`src/rtl/noc_rr_arbiter.sv`:
```
// noc_rr_arbiter: round-robin output-port arbiter for the NoC router.
// Arbitrates NUM_PORTS level-sensitive requests for one output channel,
// drives the one-hot crossbar select and handshakes downstream via RTS/DCTS.
// The current port keeps the channel while it requests (sticky service).
// Optional build macro ARB_HOLD_LIMIT_EN: forces rotation after MAX_HOLD
// consecutive grants to one port when another port is waiting.
module noc_rr_arbiter #(
    parameter int unsigned NUM_PORTS = 5,
    parameter int unsigned MAX_HOLD  = 8
) (
    input  logic                 clk,
    input  logic                 rst,
    input  logic [NUM_PORTS-1:0] req,
    input  logic                 dcts,
    output logic [NUM_PORTS-1:0] grant,
    output logic [NUM_PORTS-1:0] xbar_sel,
    output logic                 rts,
    output logic                 busy
);

    localparam int unsigned IW       = (NUM_PORTS > 1) ? $clog2(NUM_PORTS) : 1;
    localparam int unsigned SW       = NUM_PORTS + 1;
    localparam int unsigned HW       = 8;
    localparam logic [HW-1:0] HOLD_MAX_CNT = HW'(255);

    // Reject out-of-range hold limits at elaboration
    if (MAX_HOLD < 1 || MAX_HOLD > 255) begin : g_bad_max_hold
        $error("noc_rr_arbiter: MAX_HOLD must be in 1..255");
    end

    // One-hot state: bit 0 = IDLE, bit i+1 = SERVE_i
    localparam logic [SW-1:0] ST_IDLE = SW'(1);

    logic [SW-1:0]        state_q,    state_d;
    logic                 rts_q,      rts_d;
    logic [IW-1:0]        last_q,     last_d;
    logic [HW-1:0]        hold_cnt_q, hold_cnt_d;

    logic [NUM_PORTS-1:0] serve_vec;
    logic                 is_idle;
    logic [IW-1:0]        cur_idx;
    logic [IW-1:0]        start_idx;
    logic [IW-1:0]        pick;
    logic                 found;
    logic                 grant_any;
    logic                 hold_hit;
    logic                 sticky;
    logic                 stall;
    logic [SW-1:0]        nxt;
    logic [IW-1:0]        next_idx;

    assign serve_vec = state_q[SW-1:1];
    assign is_idle   = state_q[0];
    assign grant_any = rts_q & dcts & ~is_idle;
    assign stall     = rts_q & ~dcts;

    // Index of the port currently being served
    always_comb begin
        cur_idx = '0;
        for (int unsigned i = 0; i < NUM_PORTS; i++) begin
            if (serve_vec[i]) cur_idx = IW'(i);
        end
    end

    // Circular scan starting one past the last/current port, that port last
    always_comb begin
        found     = 1'b0;
        pick      = '0;
        start_idx = is_idle ? last_q : cur_idx;
        for (int unsigned off = 1; off <= NUM_PORTS; off++) begin
            int unsigned p;
            p = (32'(start_idx) + off) % NUM_PORTS;
            if (!found && req[IW'(p)]) begin
                found = 1'b1;
                pick  = IW'(p);
            end
        end
    end

    // Hold-limit override of the sticky rule
`ifdef ARB_HOLD_LIMIT_EN
    always_comb begin
        hold_hit = 1'b0;
        // >= keeps rotation guaranteed even after hold_cnt ran past the limit
        if (grant_any && (hold_cnt_q >= HW'(MAX_HOLD - 1)) && |(req & ~serve_vec)) begin
            hold_hit = 1'b1;
        end
    end
`else
    assign hold_hit = 1'b0;
`endif

    // Next-state, last-served, RTS and hold counter
    always_comb begin
        sticky     = 1'b0;
        nxt        = ST_IDLE;
        state_d    = state_q;
        rts_d      = 1'b0;
        last_d     = last_q;
        hold_cnt_d = hold_cnt_q;
        next_idx   = '0;

        sticky = ~is_idle & req[cur_idx] & ~hold_hit;
        if (sticky) begin
            nxt = state_q;
        end else if (found) begin
            nxt = SW'(1) << (32'(pick) + 1);
        end else begin
            nxt = ST_IDLE;
        end

        // A pending flit under back-pressure pins the state
        state_d = stall ? state_q : nxt;

        for (int unsigned i = 0; i < NUM_PORTS; i++) begin
            if (state_d[i+1]) next_idx = IW'(i);
        end
        if (!state_d[0]) last_d = next_idx;

        // RTS alternates per flit; never raised while idle or about to go idle
        if (is_idle || state_d[0]) begin
            rts_d = 1'b0;
        end else if (rts_q && dcts) begin
            rts_d = 1'b0;
        end else begin
            rts_d = 1'b1;
        end

        if (state_d != state_q || is_idle) begin
            hold_cnt_d = '0;
        end else if (grant_any && hold_cnt_q != HOLD_MAX_CNT) begin
            hold_cnt_d = hold_cnt_q + HW'(1);
        end
    end

    // State registers with synchronous reset
    always_ff @(posedge clk) begin
        if (rst) begin
            state_q    <= ST_IDLE;
            rts_q      <= 1'b0;
            last_q     <= IW'(NUM_PORTS - 1);
            hold_cnt_q <= '0;
        end else begin
            state_q    <= state_d;
            rts_q      <= rts_d;
            last_q     <= last_d;
            hold_cnt_q <= hold_cnt_d;
        end
    end

    assign grant    = serve_vec & {NUM_PORTS{rts_q & dcts}};
    assign xbar_sel = serve_vec;
    assign rts      = rts_q;
    assign busy     = ~is_idle;

endmodule

```
`config.mk`:
```
export PLATFORM = sky130hd
export DESIGN_NAME = noc_rr_arbiter
export DESIGN_NICKNAME = d
export VERILOG_FILES = /design/src/rtl/noc_rr_arbiter.sv
export SDC_FILE = /design/constraint.sdc
export NUM_CORES = 1
export LEC_CHECK = 0
export ABC_CLOCK_PERIOD_IN_PS = 6400
export CAP_MARGIN = 10
export CORE_MARGIN = 3
export CORE_UTILIZATION = 30
export DETAILED_ROUTE_END_ITERATION = 10
export GPL_ROUTABILITY_DRIVEN = 0
export PLACE_DENSITY = 0.56
export SLEW_MARGIN = 0
export SYNTH_ARGS = -nofsm -noshare
export SYNTH_HDL_FRONTEND = slang
export SYNTH_SLANG_ARGS = --single-unit
export TNS_END_PERCENT = 1
```
`constraint.sdc`:
```
create_clock -name clk -period 6.4 [get_ports clk]
set_input_delay 1.28 -clock clk [delete_from_list [all_inputs] [get_ports clk]]
set_output_delay 1.28 -clock clk [all_outputs]
set_load 0.05 [all_outputs]
```
Word level (Yosys, flattened, before mapping)
Index checks and enable logic that the tools add are counted.
{"block": "classes", "div_mod_pow": 5, "bitwise_logic": 8, "reduce_logical": 12, "n_mux": 35, "magnitude_cmp": 6, "shifts": 1, "addsub": 6}
{"op": "$mod A32 B3 Y32 const B", "count": 5}
{"op": "$mux W3", "count": 10}
{"op": "$lt A3 B4 Y1 const B", "count": 6}
{"op": "$bmux W1 S3", "count": 6}
{"op": "$mux W6", "count": 3}
{"op": "$mux W1", "count": 14}
{"op": "$add A3 B1 Y4 const B", "count": 2}
{"op": "$add A3 B2 Y4 const B", "count": 2}
{"op": "$add A3 B3 Y4 const B", "count": 2}
{"op": "$shl A1 B4 Y6 const A", "count": 1}
{"op": "$and A5 B5 Y5", "count": 1}
{"op": "$logic_and A1 B1 Y1", "count": 5}
{"op": "$logic_not A1 Y1", "count": 4}
{"op": "$mux W2", "count": 2}
{"op": "$not A1 Y1", "count": 4}
{"op": "$and A1 B1 Y1", "count": 3}
{"op": "$reduce_and A2 Y1", "count": 1}
{"op": "$reduce_or A2 Y1", "count": 1}
{"op": "$logic_or A1 B1 Y1", "count": 1}
{"block": "totals", "reg_bits": 10, "output_inout_bits": 12, "elab_cells": 77, "in_bits": 8}

Longest topological paths before layout
{"block": "logic_depth", "word_depth": 31, "depth_mapped": 25, "depth_no_buf": 21}

Worst setup path after synthesis
OpenSTA, ideal clock, no wires.
{"block": "synth_timing", "path_type": "register to register", "from": "reg state_q[4]", "to": "reg last_q[2]", "arrival_ns": 4.730, "period_less_slack_ns": 4.849, "slack_ns": 1.551, "setup_time_ns": 0.120, "required_ns": 6.280, "stages_incl_launch_ff": 25, "path_buffers": 4, "cell_sequence": "dfxtp_1 > buf_2 > nor2_1 > a211o_1 > buf_2 > buf_2 > inv_1 > ha_1 > clkbuf_1 > xnor2_2 > ha_1 > nor3b_1 > mux2_2 > nor2_1 > xnor2_1 > ha_1 > nand2b_1 > nand2_1 > o221a_2 > o311ai_2 > a211oi_1 > a21o_1 > o41ai_4 > a311oi_1 > a211o_1"}
{"block": "synth_via", "elab_chain_len": 27, "word_cells_on_any_way": 51, "cone_classes": "6 x add/sub; 5 x div; 1 x shift; 30 x mux; 1 x bitwise; 8 x reduce/logical"}
{"item": "start: declaration", "line": "34", "rtl": "logic [SW-1:0] state_q, state_d;"}
{"item": "start signal: assignment", "line": "144", "rtl": "state_q <= state_d;"}
{"item": "$mux W2", "line": "61", "rtl": "if (serve_vec[i]) cur_idx = IW'(i);"}
{"item": "$mux W3", "line": "61"}
{"item": "$mux W3", "line": "69", "rtl": "start_idx = is_idle ? last_q : cur_idx;"}
{"item": "$add A3 B1 Y4", "line": "72", "rtl": "p = (32'(start_idx) + off) % NUM_PORTS;"}
{"item": "$mod A32 B3 Y32", "line": "72"}
{"item": "$bmux W1 S3", "line": "73", "rtl": "if (!found && req[IW'(p)]) begin"}
{"item": "$mux W1 (not written as such)", "line": "73"}
{"item": "$mux W1", "line": "73"}
{"item": "[... 10 more ...]"}
{"item": "$logic_and A1 B1 Y1", "line": "73"}
{"item": "$mux W3", "line": "73"}
{"item": "$add A3 B1 Y4", "line": "107", "rtl": "nxt = SW'(1) << (32'(pick) + 1);"}
{"item": "$shl A1 B4 Y6", "line": "107"}
{"item": "$mux W6", "line": "106", "rtl": "end else if (found) begin"}
{"item": "$mux W6", "line": "104", "rtl": "if (sticky) begin"}
{"item": "$mux W6 *", "line": "113", "rtl": "state_d = stall ? state_q : nxt;"}
{"item": "$mux W3 (2 in a row)", "line": "116", "rtl": "if (state_d[i+1]) next_idx = IW'(i);"}
{"item": "end signal: assignment", "line": "141", "rtl": "last_q <= IW'(NUM_PORTS - 1);"}
{"item": "end signal: assignment", "line": "146", "rtl": "last_q <= last_d;"}
{"item": "end: declaration", "line": "36", "rtl": "logic [IW-1:0] last_q, last_d;"}
Mark *: on every way between the ends. The rest lies on a longest branch, timed or not. The select of a mux whose other input is x is not followed.
A chain may end at the register's enable or synchronous reset.

Worst setup path in the final report
{"block": "layout_timing", "from": "reg state_q[0]", "to": "reg last_q[2]"}
{"block": "layout_via", "elab_chain_len": 25, "word_cells_on_any_way": 48, "cone_classes": "6 x add/sub; 5 x div; 1 x shift; 26 x mux; 2 x bitwise; 8 x reduce/logical"}
{"item": "$mux W3", "line": "69"}
{"item": "$add A3 B1 Y4", "line": "72"}
{"item": "$mod A32 B3 Y32", "line": "72"}
{"item": "$bmux W1 S3", "line": "73"}
{"item": "$mux W1 (not written as such)", "line": "73"}
{"item": "$mux W1", "line": "73"}
{"item": "$logic_not A1 Y1", "line": "73"}
{"item": "$logic_and A1 B1 Y1", "line": "73"}
{"item": "[... 8 more ...]"}
{"item": "$logic_and A1 B1 Y1", "line": "73"}
{"item": "$mux W3", "line": "73"}
{"item": "$add A3 B1 Y4", "line": "107"}
{"item": "$shl A1 B4 Y6", "line": "107"}
{"item": "$mux W6", "line": "106"}
{"item": "$mux W6", "line": "104"}
{"item": "$mux W6 *", "line": "113"}
{"item": "$mux W3 (2 in a row)", "line": "116"}
Marked as above.

==> qor.yml <==
grt_pass1_wl_um: 12880
fillers: 881
num_antenna_cells: 0
dpl-instance-area_um2: 2784
relSlewSlack: 0.5076
grt_usage: 0.1595
place_inst: 447
cts-root-to-sink-buffers: 2
post-dp-hpwl_um: 5991
numCtsBuffers: 3
arrival_ns: 5.52
final_area_um2: 2839
port_buffers: 19
wl_um: 7821
drt.antenna.violating_nets: 0
hp-class: "flop to flop"
fp.dieH_um: 98.76
drtPass1Iterations: 5
rsz0062_at_grt: "false"
final_nets: 375
stdcell_count: 451
synth_largest_area_cell: "ha_1"
synthArstFlopShare: 0
vias_per_cell: 5.925
clock_skew_ns: 0.002555
most-common-layout-cells: "nand2_1, nor2_1, ha_1"
synthFlopType: "dfxtp_1"
yosys.cell_types.count: 84
cts_resized: 0
ys_seq_elements: 10
drt_iter0_drc: 184
clkLatencyLatePin_ns: 0.24
cts_tree: "yes"
maxSlewViolCount: 0
synth.area.top_cells: "ha_1, dfxtp_1, nand2_1, mux2i_1, a21oi_1"
final_util: 0.3421
syn_nets: 371
syn-cell-area_um2: 2581
final_common_cell: "nand2_1"
report.final.setup_viol: 0
status: "completed"
pin_count: 20
fin_crit_sh: 0.8420
rows: 33
worstPathRequired_ns: 6.53
area_growth_pct: 9.985
tns_ns: 0
via_count: 2672
start_util: 0.3110
antenna_found_initial: 0
cts.sinks: 10
cts_setup_buffers: 0
finalHoldViolations: 0
grt_pass1_vias: 2539
path_clk_slew_ns: 0.05
max_freq_ghz: 0.1856
drive_gt1_frac: 0.1243
dieWidth_um: 98.76
maxCapViolCount: 0
synth_cells: 343
drcViolationCount: 0
grt_overflow: 0
final.min_clock_period_ns: 5.389
root_buffer: "clkbuf_8"
crit_fanout: 21
core_um2: 8299
synth-edff-count: 0
ys_warn_count: 0
grt_max_degree: 22
ys_seq_area_frac: 0.07756
synth_top_area_share: 0.09695
h-tree-depth: 1
wl_per_cell_um: 17.34
die-area_um2: 9754
endpoint_kind: "flop"
critPathLaunchType: "flop"
crit_type: "flop to flop"
holdBufCountCts: 0
postSynthAreaPerCell_um2: 7.525
tightest_slew_ns: 0.7199
[per-layer routing]
metal / share of wire / global-route usage / wire, um / up-vias
met5: 0 / 0 / 0 / -
met2: 0.44 / 0.2469 / 3473 / 92
met4: 0.016 / 0.03887 / 129 / 0
met3: 0.070 / 0.03114 / 544 / 12
met1: 0.47 / 0.2268 / 3673 / 1254
li1: - / - / - / 1314
[state kept, by name (all words and copies together), names as in the netlist]
name	count
rts	1
last_q	3
state_q	6
[path summary, 6_finish.rpt]
kind | start | endpoint | slack, ns | cells past startpoint
max | state_q[0] | last_q[2] | 1.01 | 19
max reg2reg | state_q[0] | last_q[2] | 1.01 | 19
min reg2reg | last_q[1] | last_q[1] | 0.51 | 2
min | last_q[1] | last_q[1] | 0.51 | 2
[synth_stat cells (all sizes together), types with 11 or more instances]
cell type,count
nand2,33
nor2,21
ha,20
buf,18
inv,17
a21oi,16
nor3,13
nand3,11
o21ai,11
[worst max-delay path: stages, from the launching register on]
cell	delay (ns)
dfxtp_1	0.65
nor2b_1	0.28
a211o_1	0.13
buf_4	0.25
inv_1	0.12
ha_1	0.31
buf_4	0.26
clkinv_1	0.32
and3_1	0.30
a21o_1	0.21
inv_1	0.07
ha_1	0.22
nor2b_1	0.15
o32a_1	0.36
mux2i_1	0.19
a31oi_1	0.34
nand4_2	0.21
o41ai_4	0.52
a311oi_1	0.08
a211o_1	0.28
[cells by family after synthesis]
| logic type | count (synthesis) | share of synthesized area |
|---|---|---|
| simple gates | 138 | 0.2889 |
| compound gates | 109 | 0.3398 |
| buf+inv | 40 | 0.08095 |
| fa+ha+maj | 20 | 0.09695 |
| mux | 17 | 0.07223 |
| flops | 10 | 0.07756 |
| xor+xnor | 9 | 0.04363 |
[stage by stage]
step | hold slack (ns) | setup slack [ns]
after floorplan | 0.4568 | 1.551
after global placement | 0.5005 | 1.140
after detailed placement | 0.4997 | 1.061
after CTS | 0.5063 | 1.050
after global routing | 0.5179 | 0.4423
final | 0.5055 | 1.011
[cell type report]
type                    instances  area [um2]  area share
multi-input cells             293        2172      0.7651
repair buffers                 21       205.2     0.07228
flip-flops and latches         10       200.2     0.07052
well taps                     105       131.4     0.04628
inverters                      18       75.07     0.02644
clock buffers                   4       55.05     0.01939
Power is left out: the tool's default activity adds up to more than one toggle a clock period on the data nets, which glitch-free logic cannot reach.
